<file path="config.mk">
export PLATFORM = sky130hd
export DESIGN_NAME = ray_gen
export DESIGN_NICKNAME = d
export VERILOG_FILES = /design/src/rtl/ray_gen.sv
export SDC_FILE = /design/constraint.sdc
export NUM_CORES = 2
export LEC_CHECK = 0
export ABC_AREA = 1
export CAP_MARGIN = 10
export CORE_UTILIZATION = 51
export DETAILED_ROUTE_END_ITERATION = 8
export PLACE_DENSITY = 0.79
export SYNTH_ARGS = -nofsm -noshare
export SYNTH_HDL_FRONTEND = slang
export SYNTH_SLANG_ARGS = --single-unit
</file>
<file path="constraint.sdc">
create_clock -name clock -period 21.3 [get_ports clock]
set_clock_uncertainty 0.05 [all_clocks]
set_input_delay 2.13 -clock clock [delete_from_list [all_inputs] [get_ports clock]]
set_output_delay 2.13 -clock clock [all_outputs]
set_load 0.01 [all_outputs]
</file>
<file path="src/rtl/ray_gen.sv">
`timescale 1ns/1ps
// ray_gen: primary-ray generator for one square frame.
// A start pulse latches origin and direction basis. The block then emits one
// ray per pixel in row-major order, x fastest. Each direction is built by
// incremental addition: +du per column, and +dv on a row accumulator per row.
// Ports:
//   clock, reset      single clock, asynchronous active-high reset
//   start             request one frame (sampled in IDLE only)
//   origin, dir_base  ray origin and the direction of pixel (0,0); 3 x D_BITS
//   du, dv            per-column / per-row direction steps; 3 x D_BITS
//   in_full           downstream FIFO full
//   in_wr_en          ray write strobe, combinational: EMIT and not full
//   ray_out           [0..2] origin x,y,z, [3..5] direction x,y,z
//   pixel_x, pixel_y  pixel coordinates of the ray on ray_out
//   busy, done        frame in progress / one-cycle completion pulse
// Vector words are two's-complement signed. They are carried as plain bit
// vectors because wrapping addition is sign-agnostic.
module ray_gen #(
  parameter int unsigned D_BITS   = 32,
  parameter int unsigned Q_BITS   = 16,
  parameter int unsigned RES_LOG2 = 5
) (
  input  logic                         clock,
  input  logic                         reset,
  input  logic                         start,
  input  logic [2:0][D_BITS-1:0]       origin,
  input  logic [2:0][D_BITS-1:0]       dir_base,
  input  logic [2:0][D_BITS-1:0]       du,
  input  logic [2:0][D_BITS-1:0]       dv,
  input  logic                         in_full,
  output logic                         in_wr_en,
  output logic [5:0][D_BITS-1:0]       ray_out,
  output logic [RES_LOG2-1:0]          pixel_x,
  output logic [RES_LOG2-1:0]          pixel_y,
  output logic                         busy,
  output logic                         done
);

  // The fraction width only describes the number format; no logic depends on it.
  if (Q_BITS >= D_BITS) begin : g_bad_q
    $error("ray_gen: Q_BITS must be smaller than D_BITS");
  end

  typedef enum logic [1:0] {IDLE, LOAD, EMIT, FIN} state_t;

  state_t                  state;
  logic [2:0][D_BITS-1:0]  org_q;
  logic [2:0][D_BITS-1:0]  base_q;
  logic [2:0][D_BITS-1:0]  du_q;
  logic [2:0][D_BITS-1:0]  dv_q;
  logic [2:0][D_BITS-1:0]  row_acc;
  logic [2:0][D_BITS-1:0]  row_next;
  logic [2:0][D_BITS-1:0]  dir_step;
  logic                    last_col;
  logic                    last_row;

  // Write strobe follows backpressure within the same cycle.
  assign in_wr_en = (state == EMIT) && !in_full;
  assign last_col = &pixel_x;
  assign last_row = &pixel_y;

  // Next-column and next-row direction candidates.
  always_comb begin
    row_next = '0;
    dir_step = '0;
    for (int c = 0; c < 3; c++) begin
      row_next[c] = row_acc[c] + dv_q[c];
      dir_step[c] = ray_out[3+c] + du_q[c];
    end
  end

  // Frame sequencer, configuration latch and direction accumulators.
  always_ff @(posedge clock or posedge reset) begin
    if (reset) begin
      state   <= IDLE;
      busy    <= 1'b0;
      done    <= 1'b0;
      ray_out <= '0;
      pixel_x <= '0;
      pixel_y <= '0;
      org_q   <= '0;
      base_q  <= '0;
      du_q    <= '0;
      dv_q    <= '0;
      row_acc <= '0;
    end else begin
      done <= 1'b0;
      case (state)
        IDLE: begin
          if (start) begin
            org_q  <= origin;
            base_q <= dir_base;
            du_q   <= du;
            dv_q   <= dv;
            busy   <= 1'b1;
            state  <= LOAD;
          end
        end
        LOAD: begin
          ray_out <= {base_q, org_q};
          row_acc <= base_q;
          pixel_x <= '0;
          pixel_y <= '0;
          state   <= EMIT;
        end
        EMIT: begin
          // Advance only on a transfer; a stall holds ray_out and the pixel.
          if (!in_full) begin
            if (last_col) begin
              pixel_x       <= '0;
              pixel_y       <= pixel_y + RES_LOG2'(1);
              row_acc       <= row_next;
              ray_out[5:3]  <= row_next;
              if (last_row) begin
                done  <= 1'b1;
                state <= FIN;
              end
            end else begin
              pixel_x      <= pixel_x + RES_LOG2'(1);
              ray_out[5:3] <= dir_step;
            end
          end
        end
        FIN: begin
          busy  <= 1'b0;
          state <= IDLE;
        end
        default: state <= IDLE;
      endcase
    end
  end

endmodule

</file>
==> key figures <==
Run status
  • Run status: finished clean

Floorplan
  • Cell Rows: 104
  • Initial core utilization: 0.5179
  • Ports: 593
  • Die H: 288.7 um
  • Core region area: 80940 sq um
  • Die area: 83340 sq um
  • Die X: 288.7 um

Detailed routing
  • Drt initial violations: 3473
  • WL final: 152600 um
  • Antenna Violating Nets Remaining: 0
  • DR vias: 41250
  • Drt pass-1 iters: 6
  • Residual DRC count: 0
  • Via density: 5.332
  • Routed WL per cell: 19.72 um

Synthesis
  • Post-synth top area share: 0.4095
  • Synth Cell Area: 41920 sq um
  • FF+latch count, synth: 686
  • Syn nets: 6682
  • Avg Inst Size Synth: 6.878 sq um
  • Yosys cell types: 43
  • Cells after synthesis: 6094
  • Post-synth EDFFs: 0
  • Ys async rst share: 1.000
  • Post-synthesis sequential area ratio: 0.4095
  • Warnings from Yosys: 0
  • Predominant post-synthesis flop cell: dfrtp_1
  • Most common cell in the synthesized netlist: nand2_1
  • Area leader, netlist: dfrtp_1
  • Top cells by count, synth: nand2_1, inv_1, dfrtp_1
  • Largest cells by area after synthesis: dfrtp_1, nand2_1, inv_1, ha_1, nor2_1

Placed design
  • Port buffer count: 592
  • Gpl congestion: 0.9877
  • Placed cells: 7597
  • Post-DP HPWL: 118500 um

Worst setup path
  • Worst setup SP type: input pin
  • Setup crit end kind: output pin
  • Crit Path Class: input pin to output pin
  • RR Startpoint: state[0]
  • R2r setup slk: 16.57 ns
  • Worst EP arrival: 3.52 ns
  • Reg-to-Reg End: ray_out[148]
  • R2R depth: 12
  • Req. time, crit path: 19.12 ns
  • CP max FO: 13

Clock network
  • Post-CTS setup buffers: 0
  • Clk sinks: 686
  • Root Buffer: clkbuf_16
  • H-Tree Depth: 3
  • Clock Latency Late Sink: 0.66 ns
  • TritonCTS clock tree: done
  • # hold bufs at CTS: 0
  • Clock-pin slew of the registers on the worst-case setup and hold paths: 0.06 ns
  • Total CTS buffers: 75
  • Clock buffer depth: 3
  • Post_cts resized: 0

Global routing
  • Met3 Use GR: 0.06746
  • Grt total ovfl: 0
  • Global Route Usage Sum: 0.3645
  • First-pass GRT wire length: 230400 um
  • Initial antenna violation count: 10
  • Largest net degree at the start of global routing: 206
  • Grt peak-use layer: met2
  • Vias in the first global route: 40820
  • Met1 Use GR: 0.4142
  • Routing usage on met2: 0.6146

Timing
  • Final Hold Violating Endpoints: 0
  • Max-slew violations: 0
  • Final Cycle Share: 0.2675
  • Final min period: 5.697 ns
  • RSZ-0062 raised after global routing: no
  • Slew margin rel.: 0.1564
  • F_max: 175.5 MHz
  • Final setup viols: 0
  • Setup_tns: 0 ns
  • Slew @ Worst Pin: 1.265 ns

Hold path
  • Hold Crit Start: org_q[53]
  • WHS Path Cells: 2
  • Hold WC Path Type: flip-flop to flip-flop
  • Worst Hold Endpoint: org_q[53]

Finish
  • Non-Filler Instances: 7737
  • Share of post-route cells with drive strength above 1: 0.04555
  • Fill cells: 7368
  • Final-stage net count: 7203
  • Layout area overhead: 22.32%
  • Post-layout util: 0.6335

Power and ir drop
  • Max VDD drop: 0.09308 mV
  • Pleak: 27.87 nW
  • Power per cell area: 187.5 nW/um^2
  • Total design power: 9.615 mW

Flow run
  • Max Cap Viol: 0
[routing by layer]
metal / part of all wire / vias up
met4: 0.084 / 12
met5: 0.00050 / -
met3: 0.069 / 516
met1: 0.37 / 19220
met2: 0.48 / 1643
li1: - / 19860
[power breakdown]
group,leakage [nW],switching (mW),internal [mW],total [mW]
clock,1.24,0.581,0.764,1.34
combinational,18.2,3.70,2.06,5.76
sequential,8.39,0.585,1.93,2.51
total,27.9,4.87,4.75,9.61
[final cells by class]
class,instances,area [sq um],area share
timing repair buffer,621,6156,0.1201
sequential,686,17170,0.3348
clock buffer,113,2241,0.04371
clock inverter,23,302.8,0.005906
inverter,818,3083,0.06013
multi-input combinational,4413,20990,0.4094
tap,1060,1326,0.02587
antenna,3,7.507,0.0001464
[registers in the layout, indices dropped and copies added, names as in the netlist]
register,flops
base_q,96
pixel_x,5
org_q,96
done,1
du_q,96
dv_q,96
pixel_y,5
row_acc,96
busy,1
ray_out,192
state,2
[cells by family after synthesis]
| logic type | after synthesis | synth area share |
|---|---|---|
| and+or+nand+nor | 3599 | 0.3423 |
| AOI/OAI and AO/OA | 462 | 0.05931 |
| DFF | 686 | 0.4095 |
| xor gates and xnor gates | 56 | 0.01170 |
| muxes | 96 | 0.02579 |
| buffers and inverters | 995 | 0.09062 |
| adders and majority gates | 200 | 0.06077 |
[layout by cell type (no fill, tap or decap), drive strengths merged, types with 8 or more instances in the layout]
cell type      synthesis  final
a21o                   8      8
a21oi                216    216
a31oi                 16     16
and3                   8      8
buf                   52     28
clkbuf               125    114
clkdlybuf4s50          0    592
clkinv                 0     15
dfrtp                686    686
ha                   194    194
inv                  818    820
mux2                  96     96
nand2               2562   2562
nand3                337    337
nand3b                36     36
nand4                 28     28
nor2                 550    550
nor3                  24     24
o21a                   9      9
o21ai                168    168
o21bai                25     25
o22ai                  8      8
or2                   46     46
xnor2                 27     27
xor2                  29     29
[through the flow]
stage / cell area (sq um) / worst slack, ns / hold WS, ns
global route: 51270 / 15.21 / 0.4391
finish: 51270 / 15.60 / 0.4266
CTS: 51260 / 15.60 / 0.4283
detailed placement: 48710 / 15.02 / 0.4097
floorplan: 41920 / 9.734 / 0.3933
global placement: 48710 / 15.11 / 0.4062
[critical path, stage by stage]
cell             delay [ns]
clkdlybuf4s50_1        0.45
nor2_2                 0.11
buf_4                  0.24
clkdlybuf4s50_1        0.59
[how the worst max path moves through the flow]
stage                        from           to  slack [ns]  cells after the start
final                     in_full     in_wr_en       15.60                      4
after floorplan             reset    base_q[0]        9.73                      1
after CTS                 in_full     in_wr_en       15.60                      4
after global placement      reset    org_q[26]       15.11                      6
after detailed placement    reset    org_q[26]       15.02                      6
after global routing        reset  ray_out[74]       15.21                      6
No activity file was read; power rests on OpenSTA's default activity.
